### src/rtl/memory_arbiter_pkg.sv
`default_nettype none
// ============================================================================
// Module   : memory_arbiter_pkg
// Purpose  : Shared constants for the data-memory arbiter: default bus
//            geometry, requester indices and sequencer state encodings.
// Ports    : none (package)
// Revision : 1.0 - initial release
// ============================================================================
package memory_arbiter_pkg;

  // Default geometry of the single-port data memory
  localparam int C_ADDR_W = 8;
  localparam int C_DATA_W = 8;
  localparam int C_DEPTH  = 8;

  // Requester indices (also the encoding of the owner / last-grant flops)
  localparam logic c_REQ_CPU  = 1'b0;
  localparam logic c_REQ_LOAD = 1'b1;

  // Sequencer states
  localparam logic [1:0] c_ST_IDLE   = 2'd0;
  localparam logic [1:0] c_ST_ACCESS = 2'd1;
  localparam logic [1:0] c_ST_RESP   = 2'd2;

endpackage : memory_arbiter_pkg
`default_nettype wire

### src/rtl/memory_arbiter_rr_arb2.sv
`default_nettype none
// ============================================================================
// Module   : rr_arb2
// Purpose  : Combinational two-way round-robin picker. A lone requester
//            always wins; under contention the requester that was NOT granted
//            last time wins.
// Ports    : i_req0, i_req1   - request lines
//            i_last_grant     - index of the previously granted requester
//            o_valid          - at least one request is present
//            o_winner         - index of the selected requester
// Revision : 1.0 - initial release
// ============================================================================
module rr_arb2
  import memory_arbiter_pkg::*;
(
  input  logic i_req0,
  input  logic i_req1,
  input  logic i_last_grant,
  output logic o_valid,
  output logic o_winner
);

  logic w_both;

  assign w_both   = i_req0 & i_req1;
  assign o_valid  = i_req0 | i_req1;
  assign o_winner = w_both ? ~i_last_grant
                           : (i_req1 ? c_REQ_LOAD : c_REQ_CPU);

endmodule : rr_arb2
`default_nettype wire

### src/rtl/memory_arbiter.sv
`default_nettype none
// ============================================================================
// Module   : memory_arbiter
// Purpose  : Round-robin arbiter and sequencer in front of the single-port
//            data memory. Serialises read/write commands from the CPU
//            datapath (requester 0) and the loader/debug port (requester 1).
//            Each transaction takes IDLE -> ACCESS -> RESP, one cycle each.
// Ports    : clk, rst                 - clock, async active-high reset
//            i_req*/i_we*/i_addr*/i_wdata* - requester commands
//            o_ack0, o_ack1           - one-cycle completion pulses
//            o_rdata, o_err           - read data / out-of-range, with ack
//            o_busy                   - sequencer not idle
//            o_mem_we, o_mem_address, o_mem_data_in, i_mem_data_out
//                                     - memory port (combinational read)
// Revision : 1.0 - initial release
// ============================================================================
module memory_arbiter
  import memory_arbiter_pkg::*;
#(
  parameter int ADDR_W = C_ADDR_W,
  parameter int DATA_W = C_DATA_W,
  parameter int DEPTH  = C_DEPTH
) (
  input  logic              clk,
  input  logic              rst,
  input  logic              i_req0,
  input  logic              i_we0,
  input  logic [ADDR_W-1:0] i_addr0,
  input  logic [DATA_W-1:0] i_wdata0,
  input  logic              i_req1,
  input  logic              i_we1,
  input  logic [ADDR_W-1:0] i_addr1,
  input  logic [DATA_W-1:0] i_wdata1,
  output logic              o_ack0,
  output logic              o_ack1,
  output logic [DATA_W-1:0] o_rdata,
  output logic              o_err,
  output logic              o_busy,
  output logic              o_mem_we,
  output logic [ADDR_W-1:0] o_mem_address,
  output logic [DATA_W-1:0] o_mem_data_in,
  input  logic [DATA_W-1:0] i_mem_data_out
);

  // One extra bit so DEPTH == 2**ADDR_W still compares correctly
  localparam logic [ADDR_W:0] c_DEPTH = (ADDR_W + 1)'(DEPTH);

  logic [1:0]        r_state;
  logic              r_last_grant;
  logic              r_owner;
  logic              r_we;
  logic              r_oob;
  logic [ADDR_W-1:0] r_mem_address;
  logic [DATA_W-1:0] r_mem_data_in;
  logic [DATA_W-1:0] r_rdata;
  logic              r_err;

  logic              w_valid;
  logic              w_winner;
  logic              w_sel_we;
  logic [ADDR_W-1:0] w_sel_addr;
  logic [DATA_W-1:0] w_sel_wdata;
  logic              w_sel_oob;

  rr_arb2 u_rr_arb2 (
    .i_req0       (i_req0),
    .i_req1       (i_req1),
    .i_last_grant (r_last_grant),
    .o_valid      (w_valid),
    .o_winner     (w_winner)
  );

  // Command of the requester that wins arbitration this cycle
  assign w_sel_we    = (w_winner == c_REQ_LOAD) ? i_we1    : i_we0;
  assign w_sel_addr  = (w_winner == c_REQ_LOAD) ? i_addr1  : i_addr0;
  assign w_sel_wdata = (w_winner == c_REQ_LOAD) ? i_wdata1 : i_wdata0;
  // Range check done once at grant time; the latched flag then gates the
  // write strobe, the read data and the error flag.
  assign w_sel_oob   = ({1'b0, w_sel_addr} >= c_DEPTH);

  always_ff @(posedge clk or posedge rst) begin
    if (rst) begin
      r_state       <= c_ST_IDLE;
      r_last_grant  <= c_REQ_LOAD;  // CPU wins the first contention
      r_owner       <= c_REQ_CPU;
      r_we          <= 1'b0;
      r_oob         <= 1'b0;
      r_mem_address <= '0;
      r_mem_data_in <= '0;
      r_rdata       <= '0;
      r_err         <= 1'b0;
    end else begin
      case (r_state)
        c_ST_IDLE: begin
          if (w_valid) begin
            r_owner       <= w_winner;
            r_last_grant  <= w_winner;
            r_we          <= w_sel_we;
            r_oob         <= w_sel_oob;
            r_mem_address <= w_sel_addr;
            r_mem_data_in <= w_sel_wdata;
            r_state       <= c_ST_ACCESS;
          end
        end
        c_ST_ACCESS: begin
          // Writes and out-of-range accesses return zero
          r_rdata <= (r_we || r_oob) ? '0 : i_mem_data_out;
          r_err   <= r_oob;
          r_state <= c_ST_RESP;
        end
        c_ST_RESP: begin
          r_state <= c_ST_IDLE;
        end
        default: begin
          r_state <= c_ST_IDLE;
        end
      endcase
    end
  end

  // Strobe and acks decode straight from the state so that an asynchronous
  // reset removes them in the same instant, and the strobe can only exist
  // for the single ACCESS cycle.
  assign o_mem_we      = (r_state == c_ST_ACCESS) & r_we & ~r_oob;
  assign o_ack0        = (r_state == c_ST_RESP) & (r_owner == c_REQ_CPU);
  assign o_ack1        = (r_state == c_ST_RESP) & (r_owner == c_REQ_LOAD);
  assign o_busy        = (r_state != c_ST_IDLE);
  assign o_mem_address = r_mem_address;
  assign o_mem_data_in = r_mem_data_in;
  assign o_rdata       = r_rdata;
  assign o_err         = r_err;

endmodule : memory_arbiter
`default_nettype wire
### config.mk
export PLATFORM = sky130hd
export DESIGN_NAME = memory_arbiter
export DESIGN_NICKNAME = d
export VERILOG_FILES = /design/src/rtl/memory_arbiter_pkg.sv /design/src/rtl/memory_arbiter_rr_arb2.sv /design/src/rtl/memory_arbiter.sv
export SDC_FILE = /design/constraint.sdc
export NUM_CORES = 1
export LEC_CHECK = 0
export ABC_AREA = 1
export CAP_MARGIN = 20
export CORE_MARGIN = 2
export CORE_UTILIZATION = 32
export CTS_BUF_LIST = sky130_fd_sc_hd__clkbuf_2 sky130_fd_sc_hd__clkbuf_4 sky130_fd_sc_hd__clkbuf_8
export DETAILED_ROUTE_END_ITERATION = 8
export GPL_TIMING_DRIVEN = 0
export PLACE_DENSITY = 0.63
export SKIP_LAST_GASP = 1
export SLEW_MARGIN = 10
export SYNTH_ARGS = -nofsm -noshare
export SYNTH_HDL_FRONTEND = slang
export SYNTH_SLANG_ARGS = --single-unit
### constraint.sdc
create_clock -name clk -period 1.8 [get_ports clk]
set_input_delay 0.36 -clock clk [delete_from_list [all_inputs] [get_ports clk]]
set_output_delay 0.36 -clock clk [all_outputs]
set_load 0.01 [all_outputs]
## After elaboration in Yosys (flattened, before gate mapping)

Index checks and enable logic that the tools add are counted.

| word-level totals | value |
|---|---|
| bits in registers | 31 |
| input port bits | 46 |

| cells by class | value |
|---|---|
| magnitude comparators | 1 |
| eq/ne operators | 3 |
| muxes and demuxes | 8 |
| bitwise operators | 9 |
| reduce and logical (&&, ||, !) cells | 4 |

Operators by type and width:

| operator | number |
|---|---|
| two-way mux 8 bit | 3 |
| >= comparator 8 x 4 -> 1 bit, second input constant | 1 |
| bitwise AND 1 bit | 5 |
| one-hot mux 2 bit (2 select lines) | 1 |
| two-way mux 1 bit | 3 |
| NOT 1 bit | 3 |
| equality test 2 x 1 -> 1 bit, second input constant | 1 |
| equality test 2 bit, second input constant | 1 |
| logical NOT 2 bit | 1 |
| two-way mux 2 bit | 1 |
| inequality test 2 x 1 -> 1 bit, second input constant | 1 |
| AND reduction 2 bit | 1 |
| nonzero test 2 bit | 1 |
| logical OR 1 bit | 1 |
| OR 1 bit | 1 |

## Depth between registers and ports, before layout

| depth | value |
|---|---|
| depth in word-level cells | 4 |
| mapped depth | 8 |
| gate-level depth less buffers | 8 |

## Hierarchy

Synthesis repeated with hierarchy kept, for this count alone.

| second synthesis, totals | value |
|---|---|
| cell total of the unflattened synthesis | 165 |
| area total of the unflattened synthesis | 1433.9 um^2 |

Modules (own cells, without submodules):

| module | instances | cells each | area each (um^2) | sequential area each (um^2) |
|---|---|---|---|---|
| memory_arbiter | 1 | 162 | 1418.9 | 777.0 |
| rr_arb2 | 1 | 3 | 15.0 | 0.0 |

## Worst setup path after synthesis

OpenSTA, ideal clock, no wires.

| timing | value |
|---|---|
| path kind | reg-to-output |
| start point | reg r_state[0] |
| end point | out o_mem_we |
| data arrival time | 1.007 ns |
| data required time | 1.440 ns |
| slack | 0.433 ns |
| stages on the path, launching flop included | 5 |
| buffers on the path | 0 |
| cells stage by stage | dfrtp_1 inv_1 nor2_1 clkinv_1 nor3_1 |

| between the ends | value |
|---|---|
| word-level cells in the longest chain between the ends | 3 |

Ends and longest elaborated chain:

| item | line | RTL |
|---|---|---|
| start: declaration | memory_arbiter.sv:48 | `logic [1:0] r_state;` |
| start signal: assignment | memory_arbiter.sv:83 | `r_state <= c_ST_IDLE;` |
| start signal: assignment | memory_arbiter.sv:102 | `r_state <= c_ST_ACCESS;` |
| start signal: assignment | memory_arbiter.sv:109 | `r_state <= c_ST_RESP;` |
| equality test 2 x 1 -> 1 bit | memory_arbiter.sv:124 | `assign o_mem_we = (r_state == c_ST_ACCESS) & r_we & ~r_oob;` |
| bitwise AND 1 bit (2 in series) | memory_arbiter.sv:124 |  |
| end: declaration | memory_arbiter.sv:39 | `output logic o_mem_we,` |

Every way passes these cells.

## Worst setup path in the final report

Same ends and word-level chain as after synthesis.

==> results.py <==
metrics = {
    "setup_path": {
        "reg2regPathDepth": 8,
        "critPathMaxFanout": 3,
        "crit_arrival_ns": 1.24,
        "worst_r2r_endpoint": "r_oob",
        "cp_slowest_cell": "dfrtp_1",
        "crit_chain": "inv_1, nor2_1, clkinv_2, nor3_1, clkbuf_2",
        "crit_path_start_kind": "register",
        "path_class": "register to primary output",
        "critPathMaxStageDelay_ns": 0.36,
        "end_kind": "primary output",
        "required_ns": 1.44,
        "rrSetupSlack_ns": 0.47,
        "r2r-start": "r_state[1]",
    },
    "finish": {
        "drive_gt1_share_pct": 11.60,
        "fin_util_pct": 55.12,
        "antennaDiodeCount": 0,
        "stdcell_area_um2": 2384,
        "fillers": 444,
        "finalNetCount": 295,
        "area_growth_syn_to_layout_pct": 66.52,
    },
    "detailed_routing": {
        "totalWireLength_um": 3769,
        "num_vias": 1393,
        "drc": 0,
        "drtIter0Drc": 85,
        "antenna_left": 0,
        "vias_per_cell": 4.613,
        "first_pass_iters": 4,
        "wire_per_inst_um": 12.48,
    },
    "logic_synthesis": {
        "avgSynthCellArea_um2": 8.571,
        "yosysTopAreaCell": "dfrtp_1",
        "seq_area_frac_synth_pct": 54.28,
        "synth_cells": 167,
        "async_flop_share_pct": 100.0,
        "synthesis.area_um2": 1431,
        "ys.flop_type": "dfrtp_1",
        "synth_seq_cells": 31,
        "synth_edf_count": 0,
        "synth_nets": 213,
        "synthTopCellsByArea": "dfrtp_1 52%, nand2_1 11%, o21ai_1 6.3%",
        "netlist_top_cells_count": "42 x nand2_1, 30 x dfrtp_1, 24 x nor2_1",
        "synth_cell_types": 21,
        "synth.most_common_cell": "nand2_1",
        "yosysWarningCount": 0,
        "synth.top_cell.area_share_pct": 52.45,
    },
    "global_routing": {
        "grt_max_degree": 19,
        "grt_pass1_wl_um": 6320,
        "grt_usage_pct": 16.09,
        "antenna_found_initial": 0,
        "grt_pass1_vias": 1384,
        "grt_overflow_total": 0,
    },
    "status": {
        "status": "finished clean",
    },
    "worst_hold_path": {
        "hold_end": "o_mem_address[4]",
        "min_path_cells": 3,
        "hp-class": "input port to register",
        "min_from": "i_req1",
    },
    "power_and_ir_drop": {
        "ir_drop_mv": 0.4941,
        "p_per_area_nw_per_um2": 1425,
        "leakage_nw": 1.123,
        "p_total_mw": 3.397,
    },
    "timing": {
        "tightest_slew_ns": 0.6294,
        "rsz0062_at_grt": "no",
        "finalSetupViolCount": 0,
        "finalHoldViolations": 0,
        "finClkSkew_ns": 0.008077,
        "final_max_slew_viol_count": 0,
        "period_needed_ns": 1.599,
        "worst_slack_ns": 0.2013,
        "maxSlewHeadroom_pct": 58.00,
        "timing.final.crit_share_pct": 88.82,
        "hold_ws_ns": 0.4160,
        "fmax_mhz": 625.5,
    },
    "die": {
        "num_rows": 24,
        "core-area_um2": 4324,
        "pin_count": 75,
        "die_area_um2": 5024,
        "fp.dieH_um": 70.88,
        "die-width_um": 70.88,
        "start_util_pct": 33.10,
    },
    "place": {
        "gp_congestion": 0.7246,
        "hpwl_um": 2749,
        "placed_area_um2": 2255,
        "placement.io_buffers": 73,
        "place_ws_ns": -0.1683,
    },
    "clocking": {
        "cts_sinks": 31,
        "holdBufCountCts": 0,
        "path_clk_slew_ns": 0.06,
        "clock_path_buffers": 2,
        "clock_latency_ns": 0.28,
        "htree_levels": 2,
        "cts_root_buf": "clkbuf_8",
        "cts-buffers-inserted": 5,
        "tritoncts": "yes",
    },
    "job": {
        "timing.max_cap.violations": 0,
    },
}
-- timing repair --
action | 4_1_cts | 5_1_grt
gates cloned | 0 | 0
resized for setup | 2 | 6
buffers inserted | 1 | 0
endpoints found under the setup margin | 1 | 4
pin swaps | 0 | 0
hold endpoints to repair | 0 | 0
-- cell type report --
class | count | area (µm²) | share of cell area (%)
Sequential cell | 31 | 777.0 | 32.60
Timing Repair Buffer | 75 | 768.2 | 32.23
Multi-Input combinational cell | 119 | 551.8 | 23.15
Clock buffer | 6 | 82.58 | 3.465
Buffer | 7 | 65.06 | 2.730
Tap cell | 52 | 65.06 | 2.730
Inverter | 10 | 38.79 | 1.627
Clock inverter | 2 | 35.03 | 1.470
-- per-layer routing --
| metal | wire [µm] | track usage, % | vias up |
|---|---|---|---|
| met1 | 1797 | 21.24 | 640 |
| li1 | - | - | 705 |
| met3 | 248 | 5.556 | 2 |
| met4 | 8 | 4.403 | 0 |
| met2 | 1715 | 25.34 | 46 |
| met5 | 0 | 0 | - |
-- metrics by stage --
stage	std cells	TNS, ns
3_3_place_gp	292	-1.265
4_1_cts	302	0
2_1_floorplan	167	0
6_report	302	0
3_5_place_dp	293	-0.1683
5_1_grt	302	0
-- sequential cells by signal (all words and copies together), names as in the netlist --
signal         count
r_last_grant       1
r_state            2
r_owner            1
o_err              1
o_mem_address      8
r_oob              1
r_we               1
o_rdata            8
o_mem_data_in      8
-- layout by cell type (no fill, tap or decap), types with 2 or more instances in the layout --
| cell type | n |
|---|---|
| dlymetal6s2s_1 | 3 |
| dfrtp_1 | 30 |
| nand2_2 | 3 |
| nor2_1 | 24 |
| clkbuf_8 | 6 |
| o21ai_0 | 6 |
| inv_2 | 2 |
| buf_6 | 4 |
| nand2_1 | 42 |
| inv_1 | 7 |
| clkdlybuf4s50_1 | 69 |
| buf_4 | 3 |
| a31oi_1 | 4 |
| nor3_1 | 3 |
| o21ai_1 | 18 |
| clkinv_2 | 2 |
| nand3_1 | 14 |
-- worst max-delay path: cells and delay by family, from the launching register on --
kind / cells / cell delay [ns]
buffers and inverters: 3 / 0.32
flip-flops: 1 / 0.36
AND/OR/NAND/NOR: 2 / 0.28
-- worst max path at each step --
| stage | from | to | slack [ns] | depth (start not counted) |
|---|---|---|---|---|
| after CTS | r_owner | o_ack1 | 0.002 | 3 |
| after detailed placement | r_state[0] | o_mem_we | -0.17 | 5 |
| after floorplan | r_state[0] | o_mem_we | 0.43 | 4 |
| after global routing | r_state[0] | o_mem_we | 0.10 | 5 |
| final | r_state[0] | o_mem_we | 0.20 | 5 |
| after global placement | r_state[0] | o_mem_we | -0.15 | 5 |
-- cells by family after synthesis --
kind of cell | Yosys count | share of synthesized area, %
compound gates | 29 | 10.58
flops | 31 | 54.28
simple gates | 90 | 27.97
buf+inv | 17 | 7.167
-- power by group --
| group | total (mW) | switching, mW | internal, mW |
|---|---|---|---|
| Sequential | 1.13 | 0.150 | 0.982 |
| Clock | 0.712 | 0.264 | 0.448 |
| Combinational | 1.55 | 0.757 | 0.795 |
| Total | 3.40 | 1.17 | 2.23 |
Power figures use the tool's default switching activity.
